[config.mk]
export PLATFORM = sky130hd
export DESIGN_NAME = tky_update_param
export DESIGN_NICKNAME = d
export VERILOG_FILES = /design/src/rtl/romulus_pkg.sv /design/src/rtl/tky_lane_reg.sv /design/src/rtl/tky_update_param.sv
export SDC_FILE = /design/constraint.sdc
export NUM_CORES = 1
export LEC_CHECK = 0
export CAP_MARGIN = 20
export CORE_AREA = 2 2 166 168
export DETAILED_ROUTE_END_ITERATION = 8
export DIE_AREA = 0 0 168 170
export GPL_TIMING_DRIVEN = 0
export PLACE_DENSITY = 0.59
export SLEW_MARGIN = 20
export SYNTH_ARGS = -nofsm -noshare
export SYNTH_HDL_FRONTEND = slang
export SYNTH_SLANG_ARGS = --single-unit
[constraint.sdc]
create_clock -name clk -period 3.3 [get_ports clk]
set_input_delay 0.33 -clock clk [delete_from_list [all_inputs] [get_ports clk]]
set_output_delay 0.33 -clock clk [all_outputs]
set_load 0.005 [all_outputs]
[src/rtl/romulus_pkg.sv]
// Shared defaults, FSM encoding and width helper for the tweakey update block.
// Pure declarations: no latency, no flow control.
package romulus_pkg;

    localparam int LANE_W_DEF    = 32;
    localparam int NUM_LANES_DEF = 4;

    typedef enum logic {
        ST_IDLE = 1'b0,
        ST_LOAD = 1'b1
    } tky_state_t;

    function automatic int tky_width(input int lane_w, input int num_lanes);
        return lane_w * num_lanes;
    endfunction

endpackage

[src/rtl/tky_lane_reg.sv]
// One tweakey lane: shift-in, round update, optional revert (TKY_UPDATE_REVERT_EN); 1-cycle latency.
// No backpressure; a single write-enable so the register can be clock gated.
module tky_lane_reg
    import romulus_pkg::*;
#(
    parameter int LANE_W = LANE_W_DEF
) (
    input  logic              clk,
    input  logic              rst,
    input  logic              i_shift_en,
    input  logic [LANE_W-1:0] i_shift_dat,
    input  logic              i_upd_en,
    input  logic [LANE_W-1:0] i_upd_dat,
    input  logic              i_rev_en,
    input  logic [LANE_W-1:0] i_rev_dat,
    output logic [LANE_W-1:0] o_lane
);

    logic              w_we;
    logic [LANE_W-1:0] w_nxt;
    logic [LANE_W-1:0] r_lane;

    // Shift and update/revert are mutually exclusive by FSM state, so
    // ordering here only needs to express revert-over-update.
`ifdef TKY_UPDATE_REVERT_EN
    assign w_we = i_shift_en | i_upd_en | i_rev_en;

    always_comb begin
        w_nxt = i_upd_dat;
        if (i_shift_en) begin
            w_nxt = i_shift_dat;
        end else if (i_rev_en) begin
            w_nxt = i_rev_dat;
        end
    end
`else
    logic w_unused_rev;
    assign w_unused_rev = ^{i_rev_en, i_rev_dat};
    assign w_we         = i_shift_en | i_upd_en;
    assign w_nxt        = i_shift_en ? i_shift_dat : i_upd_dat;
`endif

    always_ff @(posedge clk) begin
        if (rst) begin
            r_lane <= '0;
        end else if (w_we) begin
            r_lane <= w_nxt;
        end
    end

    assign o_lane = r_lane;

endmodule

[src/rtl/tky_update_param.sv]
// Tweakey state: NUM_LANES-word shift load from pdi, else per-round update/revert (TKY_UPDATE_REVERT_EN).
// tky changes 1 cycle after the causing edge; pdi_ready only in LOAD, pdi_valid low stalls the load.
module tky_update_param
    import romulus_pkg::*;
#(
    parameter int  LANE_W    = LANE_W_DEF,
    parameter int  NUM_LANES = NUM_LANES_DEF,
    localparam int TKY_W     = tky_width(LANE_W, NUM_LANES),
    localparam int CNT_W     = $clog2(NUM_LANES)
) (
    input  logic             clk,
    input  logic             rst,
    input  logic [LANE_W-1:0] pdi,
    input  logic             pdi_valid,
    output logic             pdi_ready,
    input  logic             ld_start,
    input  logic             enc,
    input  logic             revert,
    input  logic [TKY_W-1:0] skinny_tky,
    input  logic [TKY_W-1:0] skinny_tky_revert,
    output logic [TKY_W-1:0] tky,
    output logic             ld_done,
    output logic             busy
);

    tky_state_t        r_state;
    tky_state_t        w_state_nxt;
    logic [CNT_W-1:0]  r_cnt;
    logic              r_ld_done;
    logic              w_idle;
    logic              w_accept;
    logic              w_last;
    logic              w_upd_en;
    logic              w_rev_en;
    logic [LANE_W-1:0] w_lane     [NUM_LANES];
    logic [LANE_W-1:0] w_shift_in [NUM_LANES];

    assign w_idle   = (r_state == ST_IDLE);
    assign w_accept = (r_state == ST_LOAD) && pdi_valid;
    assign w_last   = (r_cnt == CNT_W'(NUM_LANES - 1));
    assign w_upd_en = w_idle && enc;
    assign w_rev_en = w_idle && revert;

    always_comb begin
        w_state_nxt = r_state;
        case (r_state)
            ST_IDLE: if (ld_start)           w_state_nxt = ST_LOAD;
            ST_LOAD: if (w_accept && w_last) w_state_nxt = ST_IDLE;
            default:                         w_state_nxt = ST_IDLE;
        endcase
    end

    always_ff @(posedge clk) begin
        if (rst) begin
            r_state <= ST_IDLE;
        end else begin
            r_state <= w_state_nxt;
        end
    end

    // Counter restarts only on IDLE->LOAD, so a repeated ld_start mid-load is harmless.
    always_ff @(posedge clk) begin
        if (rst) begin
            r_cnt     <= '0;
            r_ld_done <= 1'b0;
        end else begin
            r_ld_done <= w_accept && w_last;
            if (w_idle && ld_start) begin
                r_cnt <= '0;
            end else if (w_accept) begin
                r_cnt <= r_cnt + CNT_W'(1);
            end
        end
    end

    for (genvar g = 0; g < NUM_LANES; g++) begin : g_lane
        if (g == 0) begin : g_head
            assign w_shift_in[g] = pdi;
        end else begin : g_body
            assign w_shift_in[g] = w_lane[g-1];
        end

        tky_lane_reg #(
            .LANE_W (LANE_W)
        ) u_lane (
            .clk         (clk),
            .rst         (rst),
            .i_shift_en  (w_accept),
            .i_shift_dat (w_shift_in[g]),
            .i_upd_en    (w_upd_en),
            .i_upd_dat   (skinny_tky[g*LANE_W +: LANE_W]),
            .i_rev_en    (w_rev_en),
            .i_rev_dat   (skinny_tky_revert[g*LANE_W +: LANE_W]),
            .o_lane      (w_lane[g])
        );

        assign tky[g*LANE_W +: LANE_W] = w_lane[g];
    end

    assign pdi_ready = (r_state == ST_LOAD);
    assign busy      = (r_state == ST_LOAD);
    assign ld_done   = r_ld_done;

endmodule

* Yosys cells after proc, flatten, opt, wreduce, memory -nomap -nowiden
Index checks and enable logic that the tools add are counted.
** Storage, ports and cells
- Register bits after elaboration :: 132
- Input port bits :: 294
- Output and inout port bits :: 131
- Word-level logic and storage cells :: 23
** Operators by class
- Add/sub/neg operators :: 1
- Eq/ne operators :: 1
- Muxes and demuxes :: 7
- Bitwise operators :: 2
- Reductions and logical operators :: 5
** Operators with widths (number)
- $mux W32 :: 4
- $logic_and A1 B1 Y1 :: 4
- $add A2 B1 Y2 const B :: 1
- $eq A2 B2 Y1 const B :: 1
- $mux W1 :: 2
- $pmux W1 S2 :: 1
- $reduce_or A2 Y1 :: 1
- $not A1 Y1 :: 1
- $or A1 B1 Y1 :: 1

* Longest topological paths before layout
Gate-level depths: netlist (run 1).
- Word-level depth :: 4
- Depth in mapped cells :: 6
- Gate-level depth less buffers :: 3

* By module
A second synthesis (run 1) with hierarchy kept.
** Unflattened totals
- Cells, all modules :: 586
- Area total of the unflattened synthesis :: 6238.5 sq um
** Modules (own cells, without submodules)
- tky_lane_reg :: instances 4, cells each 142, area an instance 1510.2 sq um
- tky_update_param :: instances 1, cells each 18, area an instance 197.7 sq um

* Least setup slack after synthesis (run 1)
Ideal clock, no wire load.
- Path type :: register to register
- From :: register r_state (netlist: busy)
- To :: register g_lane[3].u_lane.r_lane[10]
- Arrival time :: 1.218 ns
- Slack :: 1.991 ns
- Cell stages (with the launch flop) :: 7
- Period minus slack after synthesis :: 1.309 ns
- Cells stage by stage :: dfxtp_1 and2_1 buf_4 buf_8 buf_6 nand2_1 a311oi_1
** On the way
- Longest elaborated chain between the ends :: 3
** RTL lines
- from (decl) :: RTL line tky_update_param.sv:26 : tky_state_t r_state;
- from (signal assigned) :: RTL line tky_update_param.sv:57 : r_state <= w_state_nxt;
- $not A1 Y1 :: RTL line tky_update_param.sv:38 : assign w_idle = (r_state == ST_IDLE);
- $logic_and A1 B1 Y1 :: RTL line tky_update_param.sv:41 : assign w_upd_en = w_idle && enc;
- $or A1 B1 Y1 :: RTL line tky_lane_reg.sv:39 : assign w_we = i_shift_en | i_upd_en;
- to (signal assigned) :: RTL line tky_lane_reg.sv:47 : r_lane <= w_nxt;
- to (decl) :: RTL line tky_lane_reg.sv:21 : logic [LANE_W-1:0] r_lane;
Several ways; a longest one is shown, not always the timed one.
A chain may end at the register's enable or synchronous reset.

* Final worst setup path (run 1)
- From :: register r_state (netlist: busy)
- To :: register g_lane[3].u_lane.r_lane[19]
Same word-level chain as after synthesis.

==> metrics.txt, run 1 <==
number of synthesized flops with an enable pin=0; later-pin clock latency in the skew report=0.42 ns; mapped cell area=5720 sq um; Tcrit/Tclk final=62.3%; # Post-CTS Setup Buffers=0; highest fanout seen on the critical path=10; area share of the largest cell type after synthesis=46.2%; synth unique cells=18; Yosys warnings=0; Crit. End Element=flop; Setup Skew=0.0116 ns; Num Clock Sinks=132; Avg Vias per Cell=4.67; Max-cap violations=0; Tmin final=2.06 ns; first-pass GRT wire length=40.5 mm; ratio of cells with drive above 1 in the final layout=7.38%; Final HPWL DP=22.3 mm; GRT Total Usage=19.2%; post-cts hold buffer count=0; min-delay worst type=flop to flop; leakage power=3.49 nW; Largest stage delay, worst path=0.60 ns; WL per Instance=20.2 microns; Max stage delay cell, worst path=dfxtp_1; die area=28600 sq um; FFs w/ async S/R, synth=0%; Worst-path clk slew=0.06 ns; pin count of the biggest net entering global routing=17; count leader, synth=nand2_1; die width=168 microns; cell mode on critical path=buf_2; CTS buffer count=17; final setup fails=0; top cells by count, synth=257 x nand2_1, 132 x dfxtp_1, 131 x nor2_1; Multi-input gate area=2650 sq um; most area-hungry cell type in the Yosys netlist=dfxtp_1; Cells after Synth=731; Slew Viols, Final=0; Longest Clk Path Bufs=2; Worst Path Required=3.57 ns; final hold violations=0; drt drc=0; Net Count, Synth=1026; Starting Density=21.5%; final instance area=9750 sq um; CP arrival=2.32 ns; CTS resizes=0; relative slew slack=52.3%; number of global-route vias before repair=6499; Fin Hold WS=0.478 ns; Fmax achieved=486 MHz; gpl congestion=0.812; Seq/Total Area, Yosys=46.2%; Post-Route WL=28.3 mm; Total Power=4.92 mW; Core Util, Final=36.6%; Setup TNS=0 ns; worst-margin pin slew=0.715 ns; Core ar.=26700 sq um; Post-Syn Area per Cell=7.83 sq um; CTS Root Cell=clkbuf_16; DRT antenna net count=0; synth top area cells=dfxtp_1 46%, a311oi_1 20%, nand2_1 17%; initial antenna violation count=2; Seq. cell area=2640 sq um; nature of the critical path startpoint=flop; FF+latch count, synth=132; Pwr Density=504 nW/um^2; main flop type after synthesis=dfxtp_1; worst-path cell chain=nand2b_1 > buf_2 > buf_2 > buf_2 > a311oi_1; Port Buf Inserts=294; RSZ-0062 raised after global routing=false; P&R area growth vs syn=70.4%; peak supply drop=0.290 mV; status=finished, final reports clean; Cell Rows=60; # fillers=2766; routed vias=6548; Die H=170 microns; I/O pin cnt=425; DRT iter0 DRCs=401; total grt overflow=0; placed cell areas=9090 sq um; CTS tree=done; H-tree depth=4; critical path type=flop to flop; DRT Pass-1 Iters=7; nets=1339
[layer usage]
| layer | wire length [microns] | GRT usage, % | part of all wire [%] | vias to the layer above |
|---|---|---|---|---|
| met3 | 2150 | 5.74 | 7.6 | 26 |
| li1 | - | - | - | 3174 |
| met1 | 13200 | 25.1 | 46 | 3073 |
| met4 | 539 | 5.90 | 1.9 | 0 |
| met2 | 12500 | 30.6 | 44 | 275 |
| met5 | 0 | 0 | 0 | - |
[worst max-delay path, delay by kind of cell (launching register included)]
family / cells / cell delay (ns)
buf+inv: 3 / 0.99
compound gates: 1 / 0.15
simple gates: 1 / 0.17
flops: 1 / 0.60
[final cells by class]
class                           count  area share (%)
Buffer                             74            4.40
Multi-Input combinational cell    525            27.2
Clock buffer                       19            4.54
Clock inverter                     13            2.12
Timing Repair Buffer              294            30.2
Sequential cell                   132            27.1
Antenna cell                        3          0.0770
Tap cell                          341            4.38
[flip-flops by register name (all words and copies together) (netlist names)]
register and count:
g_lane.u_lane.o_lane 128, r_cnt 2, busy 1, ld_done 1
[path summary, 6_finish.rpt]
| check | startpoint | end | slack (ns) | cells after the start |
|---|---|---|---|---|
| setup / recovery | busy | g_lane[3].u_lane.o_lane[19] | 1.24 | 5 |
| hold / removal | g_lane[3].u_lane.o_lane[23] | g_lane[3].u_lane.o_lane[23] | 0.48 | 2 |
| setup reg to reg | busy | g_lane[3].u_lane.o_lane[19] | 1.24 | 5 |
| hold reg to reg | g_lane[3].u_lane.o_lane[23] | g_lane[3].u_lane.o_lane[23] | 0.48 | 2 |
[power breakdown]
group	internal, mW	switching, mW
logic	0.528	0.403
clock network	1.36	0.774
registers	1.73	0.119
[stage by stage]
stage          setup slack [ns]  instances
5_1_grt                    1.12       1400
2_1_floorplan              1.99        731
3_3_place_gp              0.931       1366
4_1_cts                    1.24       1398
6_report                   1.24       1401
3_5_place_dp              0.929       1366
[cells in the final DEF, fill, tap and decap left out]
| cell | Yosys | routed |
|---|---|---|
| clkbuf_8 | 0 | 1 |
| clkbuf_1 | 25 | 26 |
| buf_1 | 2 | 2 |
| clkinvlp_4 | 0 | 2 |
| bufinv_16 | 0 | 5 |
| nand2_1 | 257 | 257 |
| diode_2 | 0 | 3 |
| ha_1 | 1 | 1 |
| buf_6 | 8 | 8 |
| buf_4 | 13 | 13 |
| buf_2 | 25 | 25 |
| nand2b_1 | 1 | 1 |
| and2_1 | 1 | 1 |
| clkdlybuf4s50_1 | 0 | 294 |
| nor2b_1 | 1 | 1 |
| buf_8 | 1 | 1 |
| mux2i_1 | 2 | 2 |
| clkbuf_16 | 0 | 17 |
| clkinv_2 | 0 | 3 |
| nor2_1 | 131 | 131 |
| a311oi_1 | 128 | 128 |
| dfxtp_1 | 132 | 132 |
| a22oi_1 | 1 | 1 |
| nor3b_1 | 1 | 1 |
| clkinv_4 | 0 | 3 |
| a211oi_1 | 1 | 1 |
[logic make-up after synthesis]
| family | count (synthesis) | synth area share, % |
|---|---|---|
| mux | 2 | 0.350 |
| compound gates | 130 | 19.9 |
| fa+ha+maj | 1 | 0.219 |
| buf+inv | 74 | 7.50 |
| flops | 132 | 46.2 |
| simple gates | 392 | 25.9 |
Note: power is estimated with default switching activity, not from simulation.
==> run 2: changes to the inputs <==
- CORE_AREA: 2 2 166 168 -> 2 2 163 165
- DIE_AREA: 0 0 168 170 -> 0 0 165 167
- PLACE_DENSITY: 0.59 -> 0.6
- clock period: 3.3 -> 1.9 ns (I/O delays scaled with it)
==> metrics.txt, run 2 (synthesized netlist as in run 1, its figures left out) <==
status=finished, final reports clean; Max-cap violations=0 (unchanged); pin count of the biggest net entering global routing=17 (unchanged); Setup Skew=0.0146 ns (+0.00295 ns); share of power burned in registers=38.6% (+1.0 points); Tmin final=1.77 ns (-0.289 ns); final setup fails=0 (unchanged); Worst-path clk slew=0.06 ns (about the same); nature of the critical path startpoint=flop; DRT Pass-1 Iters=5 (-2); Pwr Density=857 nW/um^2 (+70%); I/O pin cnt=425 (unchanged); placed cell areas=9080 sq um (about the same); min-delay worst type=primary input to flop; Total Power=8.32 mW (+69%); fin cells=1395 (-0.43%); RSZ-0062 raised after global routing=false; CP Launch Point=busy; DRT iter0 DRCs=440 (+9.7%); leakage power=3.48 nW (-0.21%); R2R Setup Slk=0.13 ns (-1.11 ns); initial antenna violation count=4 (+2); hold depth=3 (+1); Sw Ratio=26.5% (+0.083 points); critical hold path startpoint=pdi[11]; first-pass GRT wire length=40.0 mm (-1.4%); Port Buf Inserts=294 (unchanged); relative slew slack=54.7% (+2.4 points); R2R depth=5 (unchanged); CP arrival=2.04 ns (-0.28 ns); commonest non-fill, non-tap cell in the layout=clkdlybuf4s50_1; Fmax achieved=565 MHz (+16%); critical path type=flop to flop; WL per Instance=19.8 microns (-2.0%); Final HPWL DP=21.8 mm (-2.2%); gpl congestion=0.821 (+1.1%); CTS buffer count=17 (unchanged); Post-Route WL=27.7 mm (-2.4%); Crit. End Element=flop; peak supply drop=0.401 mV (+38%); Top Usage Layer GRT=met2; highest fanout seen on the critical path=10 (unchanged); DRT antenna net count=0 (unchanged); CTS tree=done; number of global-route vias before repair=6439 (-0.92%); post-cts hold buffer count=0 (unchanged); Starting Density=22.2% (+0.74 points); routed vias=6466 (-1.3%); met1 Usage GRT=25.7% (+0.59 points); Tcrit/Tclk final=93.1% (+31 points); CTS Root Cell=clkbuf_16; Cell Rows=59 (-1.7%); nets=1339 (unchanged); GRT Total Usage=19.6% (+0.37 points); Core Util, Final=37.7% (+1.1 points); Psw=2.20 mW (+70%); Longest Clk Path Bufs=2 (unchanged); RR Startpoint=busy; Clk pwr share=42.1% (-1.4 points); GR Layer Usage met2=30.6% (about the same); die width=165 microns (-1.8%); met3 Track Usage GR=6.53% (+0.78 points); final hold violations=0 (unchanged); worst-margin pin slew=0.680 ns (-0.0353 ns); final instance area=9710 sq um (-0.39%); P&R area growth vs syn=69.7%; max FFs per register=128 (unchanged); Die H=167 microns (-1.8%); ratio of cells with drive above 1 in the final layout=7.57% (+0.19 points); Logic pwr share=19.3% (+0.4 points); Placed Cells incl. Taps=1360 (-0.44%); CTS resizes=2 (+2); Core ar.=25800 sq um (-3.3%); Num Clock Sinks=132 (unchanged); most frequent cells in the layout=294 x clkdlybuf4s50_1, 257 x nand2_1, 131 x nor2_1, 131 x dfxtp_1, 128 x a311oi_1; Pint=6.12 mW (+69%); die area=27600 sq um (-3.5%); Slew Viols, Final=0 (unchanged); drt drc=0 (unchanged); later-pin clock latency in the skew report=0.43 ns (about the same); WHS Endpoint=g_lane[0].u_lane.o_lane[11]; Critical R2R Capture=g_lane[3].u_lane.o_lane[20]; Avg Vias per Cell=4.64 (-0.83%); total grt overflow=0 (unchanged); H-tree depth=4 (unchanged); # Post-CTS Setup Buffers=0 (unchanged); Worst Path Required=2.17 ns (-1.40 ns)
[run 2: cell count changes in the layout (fill, tap and decap cells not counted), moves of 2 or more]
cell and change:
bufinv_16 -2, clkbuf_2 +2, clkbuf_8 +3, clkinv_4 -3
[run 2: per-layer routing]
metal / vias to the layer above / share of wire [%]
li1: 3174 / -
met1: 2984 / 45
met2: 287 / 44
met3: 21 / 9.0
met4: 0 / 1.4
met5: - / 0
[run 2: power by group through the flow]
stage               logic, mW  registers, mW  clock network, mW
finish                   1.61           3.21               3.50
global route             1.74           3.24               3.69
CTS                      1.62           3.21               3.56
detailed placement       1.61           3.27                  0
global placement         1.61           3.27                  0
floorplan               0.550           3.23                  0
[run 2: layout make-up]
type                            instances  area (sq um)
Clock inverter                          9           125
Clock buffer                           23           488
Multi-Input combinational cell        525          2650
Tap cell                              335           419
Fill cell                            2669         16100
Sequential cell                       132          2640
Antenna cell                            3          7.51
Buffer                                 74           434
Timing Repair Buffer                  294          2940
[run 2: critical path, cell delays in order, from the launching register on]
cell      delay (ns)
dfxtp_2         0.47
nand2b_1        0.14
buf_2           0.19
buf_2           0.33
clkbuf_4        0.35
a311oi_1        0.14
[run 2: metrics by stage]
stage	worst slack [ns]	hold slack [ns]	TNS (ns)
finish	0.131	0.332	0
global route	0.00916	0.331	0
CTS	0.0110	0.316	0
floorplan	0.591	0.352	0
global placement	-0.300	0.464	-17.23
detailed placement	-0.314	0.471	-17.46
[run 2: worst max-delay path by stage]
| stage | cells past startpoint | end | slack, ns |
|---|---|---|---|
| final | 5 | g_lane[3].u_lane.o_lane[20] | 0.13 |
| after global placement | 6 | g_lane[2].u_lane.o_lane[0] | -0.30 |
| after CTS | 5 | g_lane[3].u_lane.o_lane[20] | 0.01 |
| after detailed placement | 6 | g_lane[3].u_lane.o_lane[19] | -0.31 |
| after global routing | 5 | g_lane[0].u_lane.o_lane[4] | 0.009 |
| after floorplan | 6 | g_lane[3].u_lane.o_lane[10] | 0.59 |
